==> src/rtl/exe_muldiv_unit_if.sv <==
// Bundle between the ID/EXE register / hazard logic and exe_muldiv_unit.
// Valid/ready rule: start_in is the bundle valid, and stall_out is the inverse of ready. The bundle is consumed at a rising edge where start_in=1 and stall_out=0, or where a mul/div is accepted in IDLE while stall_out=1.
interface exe_muldiv_unit_if #(
  parameter int WIDTH    = 32,
  parameter int ALU_OP_W = 6
);
  logic                start_in;
  logic [ALU_OP_W-1:0] alu_op_in;
  logic [WIDTH-1:0]    read_data_1_in;
  logic [WIDTH-1:0]    read_data_2_in;
  logic                flush_in;
  logic                busy_out;
  logic                stall_out;
  logic                done_out;
  logic                div_by_zero_out;
  logic [WIDTH-1:0]    hi_out;
  logic [WIDTH-1:0]    lo_out;
  logic [WIDTH-1:0]    result_out;
  logic [1:0]          state_dbg;

  modport master (
    output start_in, alu_op_in, read_data_1_in, read_data_2_in, flush_in,
    input  busy_out, stall_out, done_out, div_by_zero_out, hi_out, lo_out,
           result_out, state_dbg
  );

  modport slave (
    input  start_in, alu_op_in, read_data_1_in, read_data_2_in, flush_in,
    output busy_out, stall_out, done_out, div_by_zero_out, hi_out, lo_out,
           result_out, state_dbg
  );
endinterface

==> src/rtl/exe_muldiv_unit.sv <==
// Iterative MIPS MULT/MULTU/DIV/DIVU unit with HI/LO and MFHI/MFLO/MTHI/MTLO.
// Optional macro MULDIV_EARLY_OUT_EN: multiply exits as soon as the remaining multiplier bits are zero.
module exe_muldiv_unit #(
  parameter int WIDTH    = 32,
  parameter int ALU_OP_W = 6
) (
  input  logic             CLK,
  input  logic             RST_N,
  exe_muldiv_unit_if.slave bus
);

  localparam int CNT_W = $clog2(WIDTH);
  localparam logic [CNT_W-1:0] CNT_LAST = CNT_W'(WIDTH - 1);

  localparam logic [ALU_OP_W-1:0] OP_MFHI  = ALU_OP_W'('h10);
  localparam logic [ALU_OP_W-1:0] OP_MTHI  = ALU_OP_W'('h11);
  localparam logic [ALU_OP_W-1:0] OP_MFLO  = ALU_OP_W'('h12);
  localparam logic [ALU_OP_W-1:0] OP_MTLO  = ALU_OP_W'('h13);
  localparam logic [ALU_OP_W-1:0] OP_MULT  = ALU_OP_W'('h18);
  localparam logic [ALU_OP_W-1:0] OP_MULTU = ALU_OP_W'('h19);
  localparam logic [ALU_OP_W-1:0] OP_DIV   = ALU_OP_W'('h1A);
  localparam logic [ALU_OP_W-1:0] OP_DIVU  = ALU_OP_W'('h1B);

  typedef enum logic [1:0] {S_IDLE, S_MUL, S_DIV, S_FIX} state_t;

  state_t             state_q, state_d;
  logic [WIDTH-1:0]   hi_q, hi_d, lo_q, lo_d;
  // acc: product during MUL, {remainder, quotient} during DIV, {rs, 0} on divide-by-zero.
  logic [2*WIDTH-1:0] acc_q, acc_d;
  logic [2*WIDTH-1:0] mcand_q, mcand_d;
  logic [WIDTH-1:0]   mplier_q, mplier_d;
  logic [CNT_W-1:0]   cnt_q, cnt_d;
  logic               neg_q, neg_d;
  logic               rem_neg_q, rem_neg_d;
  logic               zero_q, zero_d;
  logic               is_div_q, is_div_d;

  logic [ALU_OP_W-1:0] op;
  logic [WIDTH-1:0]    rs, rt;
  logic                is_mul_op, is_div_op, is_mv_op, signed_op;
  logic                a_neg, b_neg;
  logic [WIDTH-1:0]    a_abs, b_abs;
  logic                accept;
  logic [WIDTH:0]      div_shift, div_diff;
  logic [2*WIDTH-1:0]  prod_fix;
  logic [WIDTH-1:0]    quo_fix, rem_fix;
  logic                mul_exit_early;

  assign op        = bus.alu_op_in;
  assign rs        = bus.read_data_1_in;
  assign rt        = bus.read_data_2_in;
  assign is_mul_op = (op == OP_MULT) || (op == OP_MULTU);
  assign is_div_op = (op == OP_DIV) || (op == OP_DIVU);
  assign is_mv_op  = (op == OP_MFHI) || (op == OP_MTHI) ||
                     (op == OP_MFLO) || (op == OP_MTLO);
  assign signed_op = (op == OP_MULT) || (op == OP_DIV);
  assign a_neg     = signed_op & rs[WIDTH-1];
  assign b_neg     = signed_op & rt[WIDTH-1];
  assign a_abs     = a_neg ? -rs : rs;
  assign b_abs     = b_neg ? -rt : rt;
  assign accept    = (state_q == S_IDLE) && bus.start_in && !bus.flush_in;

  // Restoring step: shift the next dividend bit into the partial remainder and trial-subtract.
  assign div_shift = {acc_q[2*WIDTH-1:WIDTH], acc_q[WIDTH-1]};
  assign div_diff  = div_shift - {1'b0, mcand_q[WIDTH-1:0]};

  // Negation wraps modulo 2^WIDTH, which is what makes 0x80000000 / -1 yield 0x80000000.
  assign prod_fix = neg_q ? -acc_q : acc_q;
  assign quo_fix  = neg_q ? -acc_q[WIDTH-1:0] : acc_q[WIDTH-1:0];
  assign rem_fix  = rem_neg_q ? -acc_q[2*WIDTH-1:WIDTH] : acc_q[2*WIDTH-1:WIDTH];

`ifdef MULDIV_EARLY_OUT_EN
  assign mul_exit_early = (mplier_q == '0);
`else
  assign mul_exit_early = 1'b0;
`endif

  always_comb begin
    state_d   = state_q;
    hi_d      = hi_q;
    lo_d      = lo_q;
    acc_d     = acc_q;
    mcand_d   = mcand_q;
    mplier_d  = mplier_q;
    cnt_d     = cnt_q;
    neg_d     = neg_q;
    rem_neg_d = rem_neg_q;
    zero_d    = zero_q;
    is_div_d  = is_div_q;

    case (state_q)
      S_IDLE: begin
        if (accept) begin
          if (is_mul_op || is_div_op) begin
            neg_d     = a_neg ^ b_neg;
            rem_neg_d = a_neg;
            cnt_d     = '0;
            is_div_d  = is_div_op;
            zero_d    = 1'b0;
            if (is_mul_op) begin
              acc_d    = '0;
              mcand_d  = {{WIDTH{1'b0}}, a_abs};
              mplier_d = b_abs;
              state_d  = S_MUL;
            end else if (rt == '0) begin
              zero_d  = 1'b1;
              acc_d   = {rs, {WIDTH{1'b0}}};
              state_d = S_FIX;
            end else begin
              acc_d   = {{WIDTH{1'b0}}, a_abs};
              mcand_d = {{WIDTH{1'b0}}, b_abs};
              state_d = S_DIV;
            end
          end else if (op == OP_MTHI) begin
            hi_d = rs;
          end else if (op == OP_MTLO) begin
            lo_d = rs;
          end
        end
      end

      S_MUL: begin
        if (bus.flush_in) begin
          state_d = S_IDLE;
        end else if (mul_exit_early) begin
          state_d = S_FIX;
        end else begin
          if (mplier_q[0]) acc_d = acc_q + mcand_q;
          mcand_d  = mcand_q << 1;
          mplier_d = mplier_q >> 1;
          cnt_d    = cnt_q + 1'b1;
          if (cnt_q == CNT_LAST) state_d = S_FIX;
        end
      end

      S_DIV: begin
        if (bus.flush_in) begin
          state_d = S_IDLE;
        end else begin
          if (!div_diff[WIDTH])
            acc_d = {div_diff[WIDTH-1:0], acc_q[WIDTH-2:0], 1'b1};
          else
            acc_d = {div_shift[WIDTH-1:0], acc_q[WIDTH-2:0], 1'b0};
          cnt_d = cnt_q + 1'b1;
          if (cnt_q == CNT_LAST) state_d = S_FIX;
        end
      end

      S_FIX: begin
        // Completes even under flush: the result is already committed.
        if (zero_q) begin
          hi_d = acc_q[2*WIDTH-1:WIDTH];
          lo_d = '1;
        end else if (is_div_q) begin
          hi_d = rem_fix;
          lo_d = quo_fix;
        end else begin
          hi_d = prod_fix[2*WIDTH-1:WIDTH];
          lo_d = prod_fix[WIDTH-1:0];
        end
        state_d = S_IDLE;
      end

      default: state_d = S_IDLE;
    endcase
  end

  always_ff @(posedge CLK or negedge RST_N) begin
    if (!RST_N) begin
      state_q   <= S_IDLE;
      hi_q      <= '0;
      lo_q      <= '0;
      acc_q     <= '0;
      mcand_q   <= '0;
      mplier_q  <= '0;
      cnt_q     <= '0;
      neg_q     <= 1'b0;
      rem_neg_q <= 1'b0;
      zero_q    <= 1'b0;
      is_div_q  <= 1'b0;
    end else begin
      state_q   <= state_d;
      hi_q      <= hi_d;
      lo_q      <= lo_d;
      acc_q     <= acc_d;
      mcand_q   <= mcand_d;
      mplier_q  <= mplier_d;
      cnt_q     <= cnt_d;
      neg_q     <= neg_d;
      rem_neg_q <= rem_neg_d;
      zero_q    <= zero_d;
      is_div_q  <= is_div_d;
    end
  end

  assign bus.busy_out        = (state_q != S_IDLE);
  assign bus.done_out        = (state_q == S_FIX);
  assign bus.div_by_zero_out = (state_q == S_FIX) && zero_q;
  assign bus.hi_out          = hi_q;
  assign bus.lo_out          = lo_q;
  assign bus.state_dbg       = state_q;
  assign bus.stall_out       = bus.start_in &&
                               (((state_q != S_IDLE) && (is_mul_op || is_div_op || is_mv_op)) ||
                                ((state_q == S_IDLE) && (is_mul_op || is_div_op)));

  // Reads are served only from IDLE; a read during FIX is stalled and sees the value after the write.
  always_comb begin
    bus.result_out = '0;
    if ((state_q == S_IDLE) && bus.start_in) begin
      if (op == OP_MFHI)      bus.result_out = hi_q;
      else if (op == OP_MFLO) bus.result_out = lo_q;
    end
  end

endmodule

==> src/flat_wrapper.sv <==
// flat-port wrapper written by rule: the top's interface ports become plain ports
module exe_muldiv_unit_flat 
#(
  parameter int WIDTH    = 32,
  parameter int ALU_OP_W = 6
)
  (CLK, RST_N, bus_start_in, bus_alu_op_in, bus_read_data_1_in, bus_read_data_2_in, bus_flush_in, bus_busy_out, bus_stall_out, bus_done_out, bus_div_by_zero_out, bus_hi_out, bus_lo_out, bus_result_out, bus_state_dbg);
  exe_muldiv_unit_if #(.WIDTH(WIDTH), .ALU_OP_W(ALU_OP_W)) bus_i ();
  input  logic CLK;
  input  logic RST_N;
  input wire logic [$bits(bus_i.start_in)-1:0] bus_start_in;
  input wire logic [$bits(bus_i.alu_op_in)-1:0] bus_alu_op_in;
  input wire logic [$bits(bus_i.read_data_1_in)-1:0] bus_read_data_1_in;
  input wire logic [$bits(bus_i.read_data_2_in)-1:0] bus_read_data_2_in;
  input wire logic [$bits(bus_i.flush_in)-1:0] bus_flush_in;
  output wire logic [$bits(bus_i.busy_out)-1:0] bus_busy_out;
  output wire logic [$bits(bus_i.stall_out)-1:0] bus_stall_out;
  output wire logic [$bits(bus_i.done_out)-1:0] bus_done_out;
  output wire logic [$bits(bus_i.div_by_zero_out)-1:0] bus_div_by_zero_out;
  output wire logic [$bits(bus_i.hi_out)-1:0] bus_hi_out;
  output wire logic [$bits(bus_i.lo_out)-1:0] bus_lo_out;
  output wire logic [$bits(bus_i.result_out)-1:0] bus_result_out;
  output wire logic [$bits(bus_i.state_dbg)-1:0] bus_state_dbg;
  assign bus_i.start_in = bus_start_in;
  assign bus_i.alu_op_in = bus_alu_op_in;
  assign bus_i.read_data_1_in = bus_read_data_1_in;
  assign bus_i.read_data_2_in = bus_read_data_2_in;
  assign bus_i.flush_in = bus_flush_in;
  assign bus_busy_out = bus_i.busy_out;
  assign bus_stall_out = bus_i.stall_out;
  assign bus_done_out = bus_i.done_out;
  assign bus_div_by_zero_out = bus_i.div_by_zero_out;
  assign bus_hi_out = bus_i.hi_out;
  assign bus_lo_out = bus_i.lo_out;
  assign bus_result_out = bus_i.result_out;
  assign bus_state_dbg = bus_i.state_dbg;
  exe_muldiv_unit #(.WIDTH(WIDTH), .ALU_OP_W(ALU_OP_W)) u_core (.CLK(CLK), .RST_N(RST_N), .bus(bus_i));
endmodule
==> config.mk <==
export PLATFORM = sky130hd
export DESIGN_NAME = exe_muldiv_unit_flat
export DESIGN_NICKNAME = d
export VERILOG_FILES = /design/src/rtl/exe_muldiv_unit_if.sv /design/src/rtl/exe_muldiv_unit.sv /design/src/flat_wrapper.sv
export SDC_FILE = /design/constraint.sdc
export NUM_CORES = 1
export LEC_CHECK = 0
export ABC_AREA = 0
export ABC_CLOCK_PERIOD_IN_PS = 4100
export BUFFER_PORTS_ARGS = -buffer_cell sky130_fd_sc_hd__buf_2
export CORE_ASPECT_RATIO = 0.5
export CORE_MARGIN = 2
export CORE_UTILIZATION = 40
export DETAILED_ROUTE_END_ITERATION = 7
export REMOVE_ABC_BUFFERS = 1
export SKIP_LAST_GASP = 1
export SLEW_MARGIN = 20
export SYNTH_ARGS = -nofsm -noshare
export SYNTH_HDL_FRONTEND = slang
export SYNTH_SLANG_ARGS = --single-unit
==> constraint.sdc <==
create_clock -name CLK -period 4.1 [get_ports CLK]
set_input_delay 0.205 -clock CLK [delete_from_list [all_inputs] [get_ports CLK]]
set_output_delay 0.205 -clock CLK [all_outputs]
set_load 0.05 [all_outputs]
Yosys cells after proc, flatten, opt, wreduce, memory -nomap -nowiden
Index checks and enable logic that the tools add are counted.
{"block": "totals", "reg_bits": 235, "elab_cells": 133}
{"block": "op_classes", "addsub": 8, "eq_ne": 25, "muxes": 54, "bitwise": 3, "n_reduce_logical": 32}
{"cell": "$mux W64", "count": 14}
{"cell": "$mux W32", "count": 22}
{"cell": "$pmux W32 S2", "count": 3}
{"cell": "$pmux W64 S3", "count": 1}
{"cell": "$neg A32 Y32", "count": 4}
{"cell": "$pmux W64 S2", "count": 1}
{"cell": "$add A64 B64 Y64", "count": 1}
{"cell": "$neg A64 Y64", "count": 1}
{"cell": "$eq A6 B5 Y1 const B", "count": 8}
{"cell": "$sub A33 B32 Y33", "count": 1}
{"cell": "$logic_not A32 Y1", "count": 1}
{"cell": "$mux W5", "count": 3}
{"cell": "$reduce_and A5 Y1", "count": 3}
{"cell": "$ne A2 B1 Y1 const B", "count": 6}
{"cell": "$mux W2", "count": 5}
{"cell": "$ne A2 B2 Y1 const B", "count": 5}
{"cell": "$pmux W5 S2", "count": 1}
{"cell": "$logic_or A1 B1 Y1", "count": 9}
{"cell": "$reduce_and A4 Y1", "count": 2}
{"cell": "$reduce_bool A2 Y1", "count": 4}
{"cell": "$logic_and A1 B1 Y1", "count": 6}
{"cell": "$pmux W2 S3", "count": 1}
{"cell": "$reduce_and A3 Y1", "count": 2}
{"cell": "$reduce_and A6 Y1", "count": 1}
{"cell": "13 further kinds", "count": 17}

Logic depth before layout (Yosys ltp)
Gate-level depths: netlist (run 1).
{"block": "depth", "depth_word": 9, "mapped_depth": 17, "depth_no_buf": 14}

Worst setup path before layout (run 1)
Ideal clock, no wire load.
{"block": "synth_timing", "path_kind": "reg2reg", "startpoint": "reg u_core.acc_q[31]", "endpoint": "reg u_core.acc_q[44]", "setup_time_ps": 137, "arrival_time_ps": 3437, "required_time_ps": 3963, "path_slack_ps": 527, "stages_incl_launch_ff": 15, "path_buffers": 2, "period_less_slack_ps": 3573, "path_cell_list": "dfrtp_1 > clkbuf_1 > inv_1 > ha_1 > fa_1 > nand2b_1 > a21oi_1 > o21a_1 > a2111oi_2 > or4_1 > o211ai_2 > buf_4 > mux2_2 > a222oi_1 > a21oi_1"}
{"block": "synth_between", "elab_chain_len": 4, "word_cells_on_any_way": 7}
{"element": "start: declaration", "line": "exe_muldiv_unit.sv:29", "rtl": "logic [2*WIDTH-1:0] acc_q, acc_d;"}
{"element": "start signal: assignment", "line": "exe_muldiv_unit.sv:173", "rtl": "acc_q <= '0;"}
{"element": "start signal: assignment", "line": "exe_muldiv_unit.sv:185", "rtl": "acc_q <= acc_d;"}
{"element": "$add A64 B64 Y64 or $sub A33 B32 Y33 (tied branches)", "line": "exe_muldiv_unit.sv:128, exe_muldiv_unit.sv:65"}
{"element": "$mux W64 (on tied branches)", "line": "exe_muldiv_unit.sv:128, exe_muldiv_unit.sv:140"}
{"element": "$mux W64 (on tied branches)", "line": "exe_muldiv_unit.sv:123, exe_muldiv_unit.sv:137"}
{"element": "$pmux W64 S3 *", "line": "exe_muldiv_unit.sv:91", "rtl": "case (state_q)"}
Every way passes the cells marked *; elsewhere a longest branch is shown, timed or not. The select of a mux whose other input is x is not followed.
A chain may end at the register's enable or synchronous reset.

Final worst setup path (run 1)
{"block": "layout_timing", "startpoint": "reg u_core.mcand_q[34]", "endpoint": "reg u_core.acc_q[60]"}
{"block": "layout_between", "elab_chain_len": 4}
{"element": "start: declaration", "line": "exe_muldiv_unit.sv:30", "rtl": "logic [2*WIDTH-1:0] mcand_q, mcand_d;"}
{"element": "start signal: assignment", "line": "exe_muldiv_unit.sv:186", "rtl": "mcand_q <= mcand_d;"}
{"element": "$add A64 B64 Y64", "line": "exe_muldiv_unit.sv:128", "rtl": "if (mplier_q[0]) acc_d = acc_q + mcand_q;"}
{"element": "$mux W64", "line": "exe_muldiv_unit.sv:128"}
{"element": "$mux W64", "line": "exe_muldiv_unit.sv:123", "rtl": "if (bus.flush_in) begin"}
{"element": "$pmux W64 S3", "line": "exe_muldiv_unit.sv:91"}
No other way between the ends. The select of a mux whose other input is x is not followed.

==> metrics.cfg, run 1 <==
[run_status]
status = complete, no violations

[cts]
clkLatencyLatePin_ns = 0.59
htree_levels = 1
cts_tree = built
post_cts.repair.setup_buffers = 0
clockRootBuffer = clkbuf_16
clock-sinks = 235
numCtsBuffers = 27
path_clk_slew_ns = 0.07
clk_path_buf_depth = 3

[job]
cap_violations = 0

[drt]
drt_wl_total_mm = 95.21
first_pass_iters = 7
wl_per_cell_um = 25.19
antenna_left = 0
drt_iter0_markers = 2973
via_per_inst = 6.099
drc = 0
num_vias = 23050

[setup_path]
path_class = flop to flop
worst_setup_path_start_kind = flop
end_kind = flop
worstPathMaxFanout = 3
critPathRequiredTime_ns = 4.58
arrival_ns = 4.45

[synthesis]
ys_types = 86
async_reset_ff_frac = 1.000
ys_seq_elements = 235
synth_cells = 2854
yosys_warnings = 0
synth-edff-count = 0
netlist_area_mm2 = 0.02124
seq_area_frac_synth = 0.2769
avgSynthCellArea_um2 = 7.441
synth_top_flop_cell = dfrtp_1

[global_routing]
grt_pass1_wl_mm = 140.1
grt_max_degree = 150
overflow = 0
track_usage = 0.3405
grt_antenna_before_repair = 8
grt_pass1_vias = 21240

[sta]
fmax_mhz = 252.3
setup-violations-final = 0
fin_ws_ns = 0.1357
maxSlewViolCount = 0
worstMarginPinSlew_ns = 1.191
period_share = 0.9669
fin_skew_ns = 0.02268
finalHoldViolCount = 0
rsz0062_at_grt = false
setup-tns-final_ns = 0
maxSlewHeadroom = 0.2031
period_needed_ns = 3.964

[placed_design]
post-place-ws_ns = 0.2160
dp_hpwl_mm = 74.07
io_buffers = 175
gp_congestion = 1.029

[floorplan]
rows = 59
core-area_mm2 = 0.05219
die_y_um = 166.9
die_w_um = 329.9
start_util = 0.4069
pin_count = 176
die_area_mm2 = 0.05507

[finish]
synthToLayoutAreaGrowth_pct = 16.77
drive_gt1_frac = 0.1508
fillerInstances = 5267
nets = 3238

[worst_hold_path]
min_path_type = input port to flop

Yosys cell counts, drive strengths merged, types with 5 or more instances:
cell type | number | share of area
a2111oi | 5 | 0.0024
a211oi | 46 | 0.016
a21boi | 8 | 0.0028
a21o | 55 | 0.019
a21oi | 326 | 0.077
a221oi | 17 | 0.0070
a222oi | 5 | 0.0024
a22o | 7 | 0.0029
a22oi | 19 | 0.0067
a31oi | 28 | 0.0082
and2 | 21 | 0.0062
and3 | 30 | 0.0088
and4 | 8 | 0.0033
buf | 41 | 0.0094
clkbuf | 148 | 0.026
dfrtp | 235 | 0.28
ha | 105 | 0.062
inv | 77 | 0.014
mux2 | 15 | 0.0080
mux2i | 66 | 0.031
nand2 | 411 | 0.073
nand2b | 23 | 0.0068
nand3 | 35 | 0.0082
nand3b | 6 | 0.0021
nand4 | 29 | 0.0085
nor2 | 280 | 0.049
nor2b | 17 | 0.0050
nor3 | 54 | 0.014
nor4 | 21 | 0.0078
o211ai | 13 | 0.0048
o21a | 15 | 0.0053
o21ai | 281 | 0.066
o21bai | 17 | 0.0060
o22ai | 44 | 0.013
o311ai | 5 | 0.0021
o31ai | 29 | 0.011
o41ai | 11 | 0.0045
or2 | 12 | 0.0037
or3 | 30 | 0.0091
or4 | 15 | 0.0060
xnor2 | 134 | 0.055
xor2 | 67 | 0.028
logic make-up (layout without fill, tap and decap cells):
kind of cell / after synthesis / after routing / synth area share
and+or+nand+nor: 1001 / 1001 / 0.2162
buffers and inverters: 266 / 489 / 0.04925
adders and majority gates: 107 / 107 / 0.06374
muxes: 81 / 81 / 0.03906
other: 0 / 1 / 0
AOI/OAI and AO/OA: 963 / 963 / 0.2720
xor gates and xnor gates: 201 / 201 / 0.08289
DFF: 235 / 235 / 0.2769
final timing paths:
path | depth (start not counted) | to | slack, ns | startpoint
max in group asynchronous | 3 | u_core.acc_q[0]$_DFFE_PN0P_ | 2.88 | RST_N
setup / recovery | 13 | u_core.acc_q[60]$_DFFE_PN0P_ | 0.14 | u_core.mcand_q[34]$_DFFE_PN0P_
hold reg to reg | 2 | u_core.mplier_q[30]$_DFFE_PN0P_ | 0.48 | u_core.mplier_q[30]$_DFFE_PN0P_
hold / removal | 3 | u_core.mplier_q[0]$_DFFE_PN0P_ | 0.04 | bus_read_data_2_in[0]
min in group asynchronous | 2 | u_core.mplier_q[27]$_DFFE_PN0P_ | 0.22 | RST_N
setup reg to reg | 13 | u_core.acc_q[60]$_DFFE_PN0P_ | 0.14 | u_core.mcand_q[34]$_DFFE_PN0P_
cell type report:
class,count,area (µm²),share of cell area
Multi-Input combinational cell,2353,14420,0.5816
Sequential cell,235,5881,0.2371
Antenna cell,1,2.502,0.0001009
Clock inverter,17,187.7,0.007568
Inverter,77,289.0,0.01165
Tap cell,701,877.1,0.03537
Timing Repair Buffer,363,2405,0.09697
Clock buffer,32,734.5,0.02962
worst max-delay path: stages, from the launching register on:
cell and delay [ns]:
dfrtp_1 0.58, ha_1 0.69, nand4_1 0.20, nor3_1 0.46
nand4_1 0.30, a31oi_1 0.26, buf_4 0.20, a21oi_1 0.08
o31ai_1 0.26, buf_4 0.15, a21oi_1 0.07, xnor2_1 0.18
a21oi_1 0.10, a221oi_1 0.33
cell usage in the layout, fill, tap and decap left out, types with 19 or more instances in the layout:
cell       instances
ha_1             102
or3_1             29
xor2_1            67
nand3_1           35
nand4_1           29
xnor2_1          134
o22ai_1           43
and3_1            30
a211oi_1          46
and2_1            21
dfrtp_1          235
nand2_1          408
o21ai_0          270
nor3_1            49
nor2_1           279
a31oi_1           28
nand2b_1          23
mux2i_1           66
a22oi_1           19
o31ai_1           27
clkbuf_16         27
buf_4            169
a21oi_1          324
inv_1             76
buf_2            174
a21o_1            54
flip-flops by register name (all words and copies together) (netlist names):
signal	count
u_core.mplier_q	32
u_core.acc_q	64
u_core.bus.state_dbg	2
u_core.rem_neg_q	1
u_core.is_div_q	1
u_core.neg_q	1
u_core.zero_q	1
u_core.bus.hi_out	32
u_core.bus.lo_out	32
u_core.mcand_q	64
u_core.cnt_q	5
metal layers:
metal,track usage,part of all wire
met5,0,0
met4,0.08696,0.029
met3,0.1244,0.13
met2,0.4664,0.39
met1,0.4974,0.45
metrics by stage:
stage,util,hold WS (ns),instances,cell area [µm²]
after floorplan,-,-0.09059,2665,20480
after global placement,0.4544,0.2922,3716,23720
after detailed placement,0.4544,0.2838,3716,23720
after CTS,0.4746,0.006779,3778,24770
after global routing,0.4751,0.03092,3778,24800
final,0.4752,0.03621,3779,24800
timing repair:
item | 4_1_cts | 5_1_grt
setup endpoints to repair | 0 | 12
hold buffers | 13 | 0
endpoints found under the hold margin | 97 | 0
resized for setup | 0 | 7
Power of run 1 is left out: the tool's default activity adds up to more than one toggle a clock period on the data nets, which glitch-free logic cannot reach.
==> inputs of run 2 (changes only) <==
Settings changed: GPL_TIMING_DRIVEN set to 0, PLACE_DENSITY_LB_ADDON set to 0.08.
==> metrics.cfg, run 2 (synthesis results as in run 1) <==
[setup_path]
path_class = flop to flop  ; unchanged
critPathMaxStageDelay_ns = 0.51  ; was 0.69 ns
crit_path_start = u_core.mcand_q[1]$_DFFE_PN0P_  ; was u_core.mcand_q[34]$_DFFE_PN0P_
worst_setup_path_start_kind = flop  ; unchanged
crit_chain = inv_1 -> fa_1 -> nor2b_1 -> o2111ai_1 -> a21boi_0 -> o21ai_0 -> a31oi_1 -> a21oi_1 -> o21ai_0 -> xor2_2 -> a222oi_1 -> a21oi_1  ; was ha_1 -> nand4_1 -> nor3_1 -> nand4_1 -> a31oi_1 -> buf_4 -> a21oi_1 -> o31ai_1 -> buf_4 -> a21oi_1 -> xnor2_1 -> a21oi_1 -> a221oi_1
worst-path-buf-inv = 1  ; was 2
cp_top_family = compound AO/OA/AOI/OAI gates  ; unchanged
end_kind = flop  ; unchanged
worstPathMaxFanout = 5  ; was 3
cp_slowest_cell = dfrtp_1  ; was ha_1
arrival_ns = 4.72  ; was 4.45 ns
critPathRequiredTime_ns = 4.61  ; was 4.58 ns
r2r-start = u_core.mcand_q[1]$_DFFE_PN0P_  ; was u_core.mcand_q[34]$_DFFE_PN0P_

[sta]
fin_ws_ns = -0.1107  ; was 0.1357 ns
period_share = 1.027  ; was 0.9669
maxSlewHeadroom = 0.2656  ; was 0.2031
fin_worst_hold_slack_ns = 0.02723  ; was 0.03621 ns
fin_skew_ns = 0.02038  ; was 0.02268 ns
rsz0062_at_grt = true  ; was false
setup-violations-final = 2  ; was 0
finalHoldViolCount = 0  ; unchanged
worstMarginPinSlew_ns = 1.086  ; was 1.191 ns
period_needed_ns = 4.211  ; was 3.964 ns
maxSlewViolCount = 0  ; unchanged
fmax_mhz = 237.5  ; was 252.3 MHz

[cts]
numCtsBuffers = 27  ; unchanged
cts_tree = built  ; unchanged
clock-sinks = 235  ; unchanged
htree_levels = 1  ; unchanged
clkLatencyLatePin_ns = 0.60  ; was 0.59 ns
clk_path_buf_depth = 3  ; unchanged
path_clk_slew_ns = 0.07  ; about the same
clockRootBuffer = clkbuf_16  ; unchanged

[finish]
fillerInstances = 5353  ; was 5267
final_cell_mix = nand2_1 (407), a21oi_1 (320), nor2_1 (276), o21ai_0 (267), dfrtp_1 (219)  ; was nand2_1 (408), a21oi_1 (324), nor2_1 (279), o21ai_0 (270), dfrtp_1 (235)
reg.largest.list = u_core.acc_q x64, u_core.mcand_q x64  ; unchanged
register_area_mm2 = 0.005901  ; was 0.005881 mm²
layout_commonest_cell = nand2_1  ; unchanged
synthToLayoutAreaGrowth_pct = 15.02  ; was 16.77%
nets = 3108  ; was 3238
n_antenna_cell = 0  ; was 1
multiInputGateArea_mm2 = 0.01470  ; was 0.01442 mm²
drive_gt1_frac = 0.1310  ; was 0.1508

[drt]
via_per_inst = 6.156  ; was 6.099
drt_iter0_markers = 2711  ; was 2973
first_pass_iters = 5  ; was 7
antenna_left = 0  ; unchanged
wl_per_cell_um = 25.22  ; was 25.19 µm
num_vias = 22460  ; was 23050
drc = 0  ; unchanged
drt_wl_total_mm = 92.00  ; was 95.21 mm

[job]
cap_violations = 0  ; unchanged

[global_routing]
track_usage = 0.3249  ; was 0.3405
grt_pass1_vias = 20390  ; was 21240
grt_antenna_before_repair = 3  ; was 8
overflow = 0  ; unchanged
grt_max_degree = 126  ; was 150
grt_pass1_wl_mm = 135.2  ; was 140.1 mm

[floorplan]
rows = 59  ; unchanged
pin_count = 176  ; unchanged
core-area_mm2 = 0.05219  ; unchanged
die_w_um = 329.9  ; unchanged
die_y_um = 166.9  ; unchanged
start_util = 0.4069  ; unchanged
die_area_mm2 = 0.05507  ; unchanged

[run_status]
status = complete, but fails checks  ; was complete, no violations
violations = negative setup slack

[placed_design]
dp_hpwl_mm = 69.87  ; was 74.07 mm
gp_congestion = 1.017  ; was 1.029
io_buffers = 175  ; unchanged

[worst_hold_path]
hp-start = bus_read_data_1_in[29]  ; was bus_read_data_2_in[0]
min_path_type = input port to flop  ; unchanged

==> run 2: cell types whose count changed in the layout (fill, tap and decap cells not counted), sizes merged <==
cell,change
buf,-128
clkbuf,+9
clkinv,-6
diode,-1
dlygate4sd3,-3
inv,-2
==> run 2: final timing paths <==
kind / slack, ns / endpoint / cells after the start
worst max register to register: -0.11 / u_core.acc_q[44]$_DFFE_PN0P_ / 12
min in group asynchronous: 0.06 / u_core.mcand_q[47]$_DFFE_PN0P_ / 2
worst max-delay path: -0.11 / u_core.acc_q[44]$_DFFE_PN0P_ / 12
worst min register to register: 0.48 / u_core.mplier_q[31]$_DFFE_PN0P_ / 2
worst min-delay path: 0.03 / u_core.bus.hi_out[29]$_DFFE_PN0P_ / 3
max in group asynchronous: 2.85 / u_core.bus.state_dbg[1]$_DFFE_PN0P_ / 4
==> run 2: per-stage QoR <==
step                std cells   TNS [ns]    util  worst slack, ns  instance area, µm²
global placement         3541   -2115.92  0.4260           -16.97               22230
global route             3648    -0.1295  0.4681         -0.07926               24430
CTS                      3642  -0.009362  0.4633        -0.009362               24180
detailed placement       3573     -24.16  0.4393           -1.284               22930
floorplan                2665    -716.80       -           -8.066               20480
finish                   3648    -0.1604  0.4681          -0.1107               24430
==> run 2: final cells by class <==
class / instances / area share
sequential: 235 / 0.2415
clock buffer: 40 / 0.03375
tap: 701 / 0.03590
multi-input combinational: 2353 / 0.6018
inverter: 77 / 0.01209
timing repair buffer: 233 / 0.06945
clock inverter: 9 / 0.005480
==> run 2: tightest hold or removal path: stages <==
cell	delay (ns)
buf_2	0.14
o21ai_1	0.15
a21oi_1	0.07
==> run 2: layer usage <==
| layer | track usage | routed length [µm] |
|---|---|---|
| met1 | 0.4982 | 43320 |
| met2 | 0.4541 | 36920 |
| met3 | 0.08600 | 10150 |
| met4 | 0.05455 | 1588 |
| met5 | 0 | 23 |
==> run 2: what timing repair did <==
action / 4_1_cts / 5_1_grt
gates cloned: 0 / 1
pin swaps: 5 / 5
setup endpoints to repair: 35 / 30
gates resized for setup: 37 / 33
hold buffers: 10 / 0
hold endpoints to repair: 106 / 0
buffers inserted: 10 / 6
Power of run 2 is left out for the same reason.
